File: src/rtl/lvds_pkg.sv
// Shared types and constants for the two-source LVDS frame arbiter.
package lvds_pkg;

  localparam int unsigned NumSrc = 2;

  typedef enum logic [1:0] {
    StIdle,
    StSend,
    StDrain
  } state_e;

  function automatic int unsigned frame_words(input int unsigned frame_num,
                                              input int unsigned data_width);
    return frame_num / (data_width / 8);
  endfunction

endpackage

File: src/rtl/lvds_skid_buf.sv
// Two-entry output buffer; an empty buffer passes the incoming word straight through
// so a read issued in one cycle is presentable in the next.
module lvds_skid_buf #(
  parameter int unsigned Width = 32
) (
  input  logic             clk,
  input  logic             rst,
  input  logic             push_i,
  input  logic [Width-1:0] data_i,
  input  logic             pop_i,
  output logic             valid_o,
  output logic [Width-1:0] data_o,
  output logic [1:0]       count_o
);

  logic [Width-1:0] mem0_q, mem0_d, mem1_q, mem1_d;
  logic [1:0]       count_q, count_d;

  always_comb begin
    mem0_d  = mem0_q;
    mem1_d  = mem1_q;
    count_d = count_q;
    valid_o = (count_q != 2'd0) || push_i;
    data_o  = (count_q != 2'd0) ? mem0_q : data_i;
    count_o = count_q;
    case (count_q)
      2'd0: begin
        if (push_i && !pop_i) begin
          mem0_d  = data_i;
          count_d = 2'd1;
        end
      end
      2'd1: begin
        if (pop_i && push_i) begin
          mem0_d = data_i;
        end else if (pop_i) begin
          count_d = 2'd0;
        end else if (push_i) begin
          mem1_d  = data_i;
          count_d = 2'd2;
        end
      end
      default: begin
        if (pop_i) begin
          mem0_d = mem1_q;
          if (push_i) begin
            mem1_d = data_i;
          end else begin
            count_d = 2'd1;
          end
        end
      end
    endcase
  end

  always_ff @(posedge clk) begin
    if (rst) begin
      mem0_q  <= '0;
      mem1_q  <= '0;
      count_q <= 2'd0;
    end else begin
      mem0_q  <= mem0_d;
      mem1_q  <= mem1_d;
      count_q <= count_d;
    end
  end

endmodule

File: src/rtl/lvds_frame_arb.sv
// Round-robin arbiter moving whole frames from two source FIFOs onto one AXI-Stream master.
module lvds_frame_arb
  import lvds_pkg::*;
#(
  parameter int unsigned M_AXIS_TDATA_WIDTH = 32,
  parameter int unsigned FRAME_NUM          = 1024,
  parameter int unsigned CNT_W              = 11
) (
  input  logic                            clk,
  input  logic                            rst,
  input  logic                            enable,
  input  logic [CNT_W-1:0]                src_rd_data_cnt_0,
  input  logic [CNT_W-1:0]                src_rd_data_cnt_1,
  input  logic [M_AXIS_TDATA_WIDTH-1:0]   src_dout_0,
  input  logic [M_AXIS_TDATA_WIDTH-1:0]   src_dout_1,
  output logic                            src_rd_en_0,
  output logic                            src_rd_en_1,
  input  logic                            M_AXIS_TREADY,
  output logic                            M_AXIS_TVALID,
  output logic [M_AXIS_TDATA_WIDTH-1:0]   M_AXIS_TDATA,
  output logic                            M_AXIS_TLAST,
  output logic [M_AXIS_TDATA_WIDTH/8-1:0] M_AXIS_TSTRB,
  output logic                            M_AXIS_TUSER,
  output logic [15:0]                     frame_cnt_0,
  output logic [15:0]                     frame_cnt_1,
  output logic                            busy
);

  localparam int unsigned FrameWords = frame_words(FRAME_NUM, M_AXIS_TDATA_WIDTH);
  localparam int unsigned IdxW       = $clog2(FrameWords + 1);

  state_e                        state_q, state_d;
  logic                          grant_q, grant_d;
  logic                          inflight_q;
  logic [IdxW-1:0]               issued_q, issued_d;
  logic [IdxW-1:0]               beat_q, beat_d;
  logic [NumSrc-1:0][15:0]       frame_cnt_q, frame_cnt_d;

  logic [NumSrc-1:0]             elig;
  logic                          rd_en, pop, tlast;
  logic                          buf_valid;
  logic [M_AXIS_TDATA_WIDTH-1:0] buf_data, push_data;
  logic [1:0]                    buf_count;
  logic [2:0]                    occ;

  assign push_data = grant_q ? src_dout_1 : src_dout_0;

  lvds_skid_buf #(
    .Width (M_AXIS_TDATA_WIDTH)
  ) u_skid_buf (
    .clk     (clk),
    .rst     (rst),
    .push_i  (inflight_q),
    .data_i  (push_data),
    .pop_i   (pop),
    .valid_o (buf_valid),
    .data_o  (buf_data),
    .count_o (buf_count)
  );

  always_comb begin
    elig[0]     = enable && (src_rd_data_cnt_0 >= CNT_W'(FrameWords));
    elig[1]     = enable && (src_rd_data_cnt_1 >= CNT_W'(FrameWords));
    pop         = buf_valid && M_AXIS_TREADY;
    tlast       = (beat_q == IdxW'(FrameWords - 1));
    // Words held or arriving next cycle once this cycle's pop retires.
    occ         = {1'b0, buf_count} + {2'b00, inflight_q};
    state_d     = state_q;
    grant_d     = grant_q;
    issued_d    = issued_q;
    beat_d      = beat_q;
    frame_cnt_d = frame_cnt_q;
    rd_en       = 1'b0;
    case (state_q)
      StIdle: begin
        issued_d = '0;
        beat_d   = '0;
        if (elig != '0) begin
          grant_d = (elig[0] && elig[1]) ? ~grant_q : elig[1];
          state_d = StSend;
        end
      end
      StSend: begin
        if ((issued_q < IdxW'(FrameWords)) && (occ < (3'd2 + {2'b00, pop}))) begin
          rd_en    = 1'b1;
          issued_d = issued_q + IdxW'(1);
        end
        if (issued_d == IdxW'(FrameWords)) begin
          state_d = StDrain;
        end
        if (pop) begin
          beat_d = beat_q + IdxW'(1);
        end
      end
      StDrain: begin
        if (pop) begin
          beat_d = beat_q + IdxW'(1);
          if (tlast) begin
            state_d              = StIdle;
            frame_cnt_d[grant_q] = frame_cnt_q[grant_q] + 16'd1;
          end
        end
      end
      default: state_d = StIdle;
    endcase
  end

  always_ff @(posedge clk) begin
    if (rst) begin
      state_q     <= StIdle;
      grant_q     <= 1'b1;
      inflight_q  <= 1'b0;
      issued_q    <= '0;
      beat_q      <= '0;
      frame_cnt_q <= '0;
    end else begin
      state_q     <= state_d;
      grant_q     <= grant_d;
      inflight_q  <= rd_en;
      issued_q    <= issued_d;
      beat_q      <= beat_d;
      frame_cnt_q <= frame_cnt_d;
    end
  end

  always_comb begin
    src_rd_en_0   = !rst && rd_en && !grant_q;
    src_rd_en_1   = !rst && rd_en && grant_q;
    M_AXIS_TVALID = !rst && buf_valid;
    M_AXIS_TDATA  = (!rst && buf_valid) ? buf_data : '0;
    M_AXIS_TLAST  = !rst && buf_valid && tlast;
    M_AXIS_TUSER  = !rst && buf_valid && grant_q;
    M_AXIS_TSTRB  = '1;
    frame_cnt_0   = rst ? 16'd0 : frame_cnt_q[0];
    frame_cnt_1   = rst ? 16'd0 : frame_cnt_q[1];
    busy          = !rst && (state_q != StIdle);
  end

endmodule

File: config.mk
export PLATFORM = sky130hd
export DESIGN_NAME = lvds_frame_arb
export DESIGN_NICKNAME = d
export VERILOG_FILES = /design/src/rtl/lvds_pkg.sv /design/src/rtl/lvds_skid_buf.sv /design/src/rtl/lvds_frame_arb.sv
export SDC_FILE = /design/constraint.sdc
export NUM_CORES = 1
export LEC_CHECK = 0
export ABC_AREA = 1
export CAP_MARGIN = 5
export CORE_MARGIN = 2
export CORE_UTILIZATION = 50
export DETAILED_ROUTE_END_ITERATION = 8
export PLACE_DENSITY = 0.81
export SYNTH_ARGS = -nofsm -noshare
export SYNTH_HDL_FRONTEND = slang
export SYNTH_SLANG_ARGS = --single-unit
File: constraint.sdc
create_clock -name clk -period 2.5 [get_ports clk]
set_clock_uncertainty 0.05 [all_clocks]
set_input_delay 0.5 -clock clk [delete_from_list [all_inputs] [get_ports clk]]
set_output_delay 0.5 -clock clk [all_outputs]
set_load 0.02 [all_outputs]
* After elaboration in Yosys (flattened, before gate mapping)
Cells that the tools add are included.
Word-level totals: register bits 120, input port bits 90, output and inout port bits 74, word-level logic and storage cells 114
Cells by class: add/subtract/negate cells 5, $lt $le $gt $ge 6, equal/unequal tests 16, muxes and demuxes 39, bitwise logic cells 2, reductions and logical operators 36
Operator list (count):
- two-way mux 32 bit | 10
- case mux 32 bit (2 select lines) | 2
- two-way mux 16 bit | 5
- case mux 9 bit (2 select lines) | 2
- bitwise mux 32 bit | 1
- two-way mux 9 bit | 3
- >= comparator 11 x 9 -> 1 bit, second input constant | 2
- two-way mux 2 bit | 10
- adder 9 x 1 -> 9 bit, second input constant | 2
- adder 16 x 1 -> 16 bit, second input constant | 1
- demux 16 bit (select 1 bit) | 1
- logical AND 1 bit | 15
- nonzero test 2 bit | 6
- != test 2 bit, second input constant | 5
- == test 9 x 8 -> 1 bit, second input constant | 1
- == test 9 bit, second input constant | 1
- < comparator 9 bit, second input constant | 1
- != test 2 x 1 -> 1 bit, second input constant | 4
- AND reduction 4 bit | 2
- case mux 2 bit (3 select lines) | 1
- AND reduction 3 bit | 2
- AND reduction 5 bit | 1
- == test 2 x 1 -> 1 bit, second input constant | 2
- zero test 2 bit | 2
- other kinds (16) | 22

* Logic depth before layout (Yosys ltp)
depth in word-level cells 11, gate-level depth with buffers 16, mapped depth without buffers 16

* Hierarchy
From an unflattened synthesis, not the netlist that was laid out.
Second synthesis, totals: cells, all modules 1253, area, all modules 7404.6 µm²
By module, submodules not included:
- lvds_frame_arb | times used 1, cells each 676, area each 3965.1 µm², sequential area each 1081.0 µm²
- lvds_skid_buf | times used 1, cells each 577, area each 3439.5 µm², sequential area each 1321.3 µm²

* Worst setup path after synthesis
Ideal clock, no wire load.
kind input to output, from input rst, to output M_AXIS_TDATA[22], data arrival time 1835 ps, required time 1950 ps, slack 115 ps, cell stages on the path 7, buffers on the path 2, cells stage by stage clkbuf_1 inv_1 nand2_1 inv_1 clkbuf_1 o21ai_0 a31oi_1
Between the ends: cells in the longest elaborated chain, start to end 3
Ends and longest elaborated chain:
- start: declaration | line lvds_frame_arb.sv:10 | input logic rst,
- zero test 1 bit
- logical AND 1 bit
- net M_AXIS_TVALID | line lvds_frame_arb.sv:19 | output logic M_AXIS_TVALID,
- two-way mux 32 bit | line lvds_frame_arb.sv:130 | M_AXIS_TDATA = (!rst && buf_valid) ? buf_data : '0;
- end: declaration | line lvds_frame_arb.sv:20 | output logic [M_AXIS_TDATA_WIDTH-1:0] M_AXIS_TDATA,
The timed path passes the listed nets, and every way through them passes these cells.

* Worst setup path after layout
from register u_skid_buf.count_q[1], in the netlist u_skid_buf.count_o[1], to output M_AXIS_TDATA[31]
Between the ends: cells in the longest elaborated chain, start to end 4, elaborated cells on any way between the ends 5, those cells by class mux: 2; reduce/logical: 3
Ends and longest elaborated chain:
- start: declaration | line lvds_skid_buf.sv:17 | logic [1:0] count_q, count_d;
- start signal: assignment | line lvds_skid_buf.sv:64 | count_q <= count_d;
- nonzero test 2 bit (*) | line lvds_skid_buf.sv:23, lvds_skid_buf.sv:24
- logical OR 1 bit | line lvds_skid_buf.sv:23 | valid_o = (count_q != 2'd0) || push_i;
- logical AND 1 bit | line lvds_frame_arb.sv:130
- two-way mux 32 bit (*) | line lvds_frame_arb.sv:130
Every way passes the cells marked *; elsewhere a longest branch is shown, timed or not.

==> flow_summary.yaml <==
logic_synthesis:
  synth_seq_cells: 120
  syn_inst: 965
  synth_edf_count: 0
  ys_async_sr_fraction_pct: 0
  synth_seq_area_share_pct: 36.25
  synth_top_flop_cell: "sky130_fd_sc_hd__dfxtp_1"
  yosys_warnings: 0
  syn_area_um2: 6626
  synth_cell_type_count: 44
  syn-mean-instance-area_um2: 6.867
cts:
  clk-insertion-delay-late_ps: 410
  clkSinkCount: 120
  clock_path_buffers: 2
  cts-root-buf: "sky130_fd_sc_hd__clkbuf_16"
  cts_tree: "yes"
  cts-htree-levels: 4
  post_cts_setup_repair_buffer_count: 0
  clock_pin_slew_on_the_worst_setup_and_hold_paths_ps: 50
  tritoncts.num_buffers: 17
critical_path:
  worstRegToRegCells: 11
  worst_setup_path_startpoint: "u_skid_buf.count_o[1]"
  type_of_the_setup_path_with_the_least_slack: "reg -> out"
  critPathRequiredTime_ps: 1950
  r2r_start: "grant_q"
  crit-reg2reg-capture: "frame_cnt_q[28]"
  critical_path_peak_fanout: 44
  worst_path_arrival_time_ps: 1860
  reg2reg_slack_ps: 180
  startpoint_type_of_the_worst_setup_path: "register"
  critical_path.endpoint_type: "output pin"
timing:
  finalWorstSetupSlack_ps: 89.91
  setup-violations-final: 0
  achievable-frequency_ghz: 0.4149
  finalHoldViolCount: 0
  slew-limit-headroom_pct: 60.03
  timing.final.crit_share_pct: 96.40
  final-max-slew-violation-count: 0
  rsz0062_at_grt: "yes"
  finalCriticalPeriod_ps: 2410
  tightest_slew_ps: 598.8
place:
  place_worst_setup_slack_ps: -264.5
  placement.io_buffers: 143
  place.detailed.hpwl_mm: 11.90
  place.gp.congestion: 0.8501
  placement.cell_area_um2: 8463
drt:
  wl_per_cell_um: 13.68
  routed-via-count: 7051
  dr.first_iter.drc_count: 549
  drc_errors: 0
  detail_route.first_pass.iterations: 7
  post_drt_antenna_nets: 0
  routed_via_density: 5.395
  drt_wl_total_mm: 17.88
global_route:
  global_route_wire_length_before_repair_mm: 29.87
  antenna_found_initial: 0
  pin_count_of_the_biggest_net_entering_global_routing: 56
  globalRoute.totalOverflow: 0
  globalRouteTotalUtil_pct: 25.26
  first_global_vias: 6620
outcome:
  run_status: "completed"
floorplanning:
  ioPinCount: 164
  dieArea_um2: 14190
  die_width_um: 119.1
  die_y_um: 119.1
  core_area_um2: 13090
  core.rowCount: 42
  start_util_pct: 50.64
finish:
  post-route-cell-area_um2: 8990
  sequential_cell_area_um2: 2410
  filler_cell_count: 1115
  final_net_count: 1217
  multiInputGateArea_um2: 3481
  layout-area-overhead-vs-synth_pct: 35.67
  drive_gt1_share_pct: 14.06
  insertedDiodeCount: 0
hold_path:
  timing.hold.worst_path_depth: 2
  worst_hold_end: "u_skid_buf.mem0_q[23]"
  min-delay-path-class: "reg -> reg"
  holdCritStartpoint: "u_skid_buf.mem0_q[23]"
power_and_ir_drop:
  p_leak_nw: 3.717
  power.switching_w: 0.001609
  worst_ir_drop_vdd_mv: 0.4851
  power.share.sequential_pct: 36.4
  internal_w: 0.004125
  switching_share_pct: 28.06
  combinationalPowerShare_pct: 19.8
  pwr_density_cell_nw_per_um2: 637.8
  pwr-share-clk_pct: 43.9
run:
  cap_violations: 0
critical path: stages (launching register included):
cell and delay, ps:
sky130_fd_sc_hd__dfxtp_2 340, sky130_fd_sc_hd__nor2_4 160, sky130_fd_sc_hd__buf_12 220, sky130_fd_sc_hd__inv_1 160, sky130_fd_sc_hd__a211oi_2 330, sky130_fd_sc_hd__clkbuf_2 230
power groups by stage:
stage	registers [W]	logic (W)	clock network (W)
after floorplan	0.00210	0.000694	0
final	0.00208	0.00113	0.00252
after CTS	0.00208	0.00113	0.00255
after global placement	0.00212	0.00112	0
after global routing	0.00210	0.00125	0.00264
after detailed placement	0.00212	0.00114	0
worst max-delay path by stage:
stage	slack (ps)	to	cells after the start
6_report	90	M_AXIS_TDATA[31]	5
5_1_grt	-30	frame_cnt_q[26]	11
4_1_cts	-4	M_AXIS_TLAST	7
3_5_place_dp	-260	M_AXIS_TDATA[31]	6
3_3_place_gp	-290	M_AXIS_TDATA[31]	6
2_1_floorplan	110	M_AXIS_TDATA[22]	7
cells in the mapped netlist (2+ instances only):
| library cell | instances | area, um2 |
|---|---|---|
| sky130_fd_sc_hd__a31oi_1 | 61 | 381.6 |
| sky130_fd_sc_hd__nand2_1 | 161 | 604.3 |
| sky130_fd_sc_hd__nor3b_1 | 2 | 15.01 |
| sky130_fd_sc_hd__ha_1 | 9 | 112.6 |
| sky130_fd_sc_hd__inv_1 | 133 | 499.2 |
| sky130_fd_sc_hd__nor3_1 | 8 | 40.04 |
| sky130_fd_sc_hd__buf_6 | 2 | 22.52 |
| sky130_fd_sc_hd__clkbuf_1 | 42 | 157.7 |
| sky130_fd_sc_hd__nand2_2 | 3 | 18.77 |
| sky130_fd_sc_hd__nand4_1 | 9 | 56.30 |
| sky130_fd_sc_hd__a21oi_1 | 79 | 395.4 |
| sky130_fd_sc_hd__inv_2 | 3 | 11.26 |
| sky130_fd_sc_hd__o21ai_1 | 7 | 35.03 |
| sky130_fd_sc_hd__xor2_1 | 6 | 52.55 |
| sky130_fd_sc_hd__o21ai_0 | 97 | 485.5 |
| sky130_fd_sc_hd__dfxtp_1 | 120 | 2402 |
| sky130_fd_sc_hd__xnor2_1 | 5 | 43.79 |
| sky130_fd_sc_hd__buf_1 | 8 | 30.03 |
| sky130_fd_sc_hd__or2_1 | 3 | 18.77 |
| sky130_fd_sc_hd__nand3_1 | 23 | 115.1 |
| sky130_fd_sc_hd__a32o_1 | 3 | 30.03 |
| sky130_fd_sc_hd__buf_2 | 9 | 45.04 |
| sky130_fd_sc_hd__a211oi_1 | 63 | 473.0 |
| sky130_fd_sc_hd__buf_4 | 4 | 30.03 |
| sky130_fd_sc_hd__nor4_1 | 3 | 18.77 |
| sky130_fd_sc_hd__o211ai_1 | 6 | 45.04 |
| sky130_fd_sc_hd__nor2_1 | 71 | 266.5 |
| sky130_fd_sc_hd__o21ai_2 | 8 | 70.07 |
| sky130_fd_sc_hd__nor3_2 | 2 | 20.02 |
cell families (layout without fill, tap and decap cells):
family          count (synthesis)  in the layout  synth area share [%]
flops                         120            120                 36.25
simple gates                  293            293                 18.96
compound gates                329            329                 29.51
xor+xnor                       11             11                 1.454
buf+inv                       202            365                 12.07
fa+ha+maj                       9              9                 1.699
other cells                     1              4               0.05659
layout make-up:
cell class | count | area share, %
multi-input cells | 646 | 38.72
flip-flops and latches | 120 | 26.81
repair buffers | 196 | 19.46
inverters | 137 | 5.720
clock buffers | 21 | 5.233
well taps | 176 | 2.450
clock inverters | 11 | 1.614
flip-flops by register name (all words and copies together) (netlist names):
name	cells
u_skid_buf.mem1_q	32
frame_cnt_q	32
inflight_q	1
u_skid_buf.count_o	2
state_q	2
beat_q	9
u_skid_buf.mem0_q	32
issued_q	9
grant_q	1
timing repair:
item	in CTS	in global routing
endpoints found under the setup margin	37	41
hold buffers	0	0
gates cloned	0	1
gates resized for setup	115	67
pin swaps	0	5
cell usage in the layout (no fill, tap or decap), drive strengths merged:
cell / count
nand2: 164
inv: 137
dfxtp: 120
o21ai: 112
clkdlybuf4s50: 104
a21oi: 80
buf: 76
nor2: 73
a211oi: 63
a31oi: 61
clkbuf: 34
nand3: 24
nor3: 11
nand4: 10
ha: 9
o211ai: 6
xor2: 6
xnor2: 5
clkinv: 5
conb: 4
or2: 4
nor4: 4
a32o: 3
bufinv: 3
clkinvlp: 3
nor3b: 2
dlygate4sd2: 2
nand3b: 1
o21bai: 1
o311ai: 1
o22ai: 1
a211o: 1
dlymetal6s2s: 1
through the flow:
| step | setup TNS, ps | hold WS [ps] | util (%) | instances | power [W] |
|---|---|---|---|---|---|
| CTS | -4.275 | 402.5 | 69.45 | 1306 | 0.005756 |
| detailed placement | -922.4 | 390.7 | 64.68 | 1274 | 0.003257 |
| finish | 0 | 400.4 | 68.70 | 1307 | 0.005734 |
| global placement | -955.0 | 389.2 | 64.68 | 1274 | 0.003241 |
| floorplan | 0 | 374.5 | - | 968 | 0.002798 |
| global route | -110.2 | 417.0 | 68.70 | 1307 | 0.005997 |
metal layers:
metal  wire, um  vias up  track usage, %
met5          0        -               0
met1       8008     3215           31.57
li1           -     3582               -
met3        976       40           5.699
met4        516        0           10.79
met2       8373      214           41.81
Note: power is estimated with default switching activity, not from simulation.
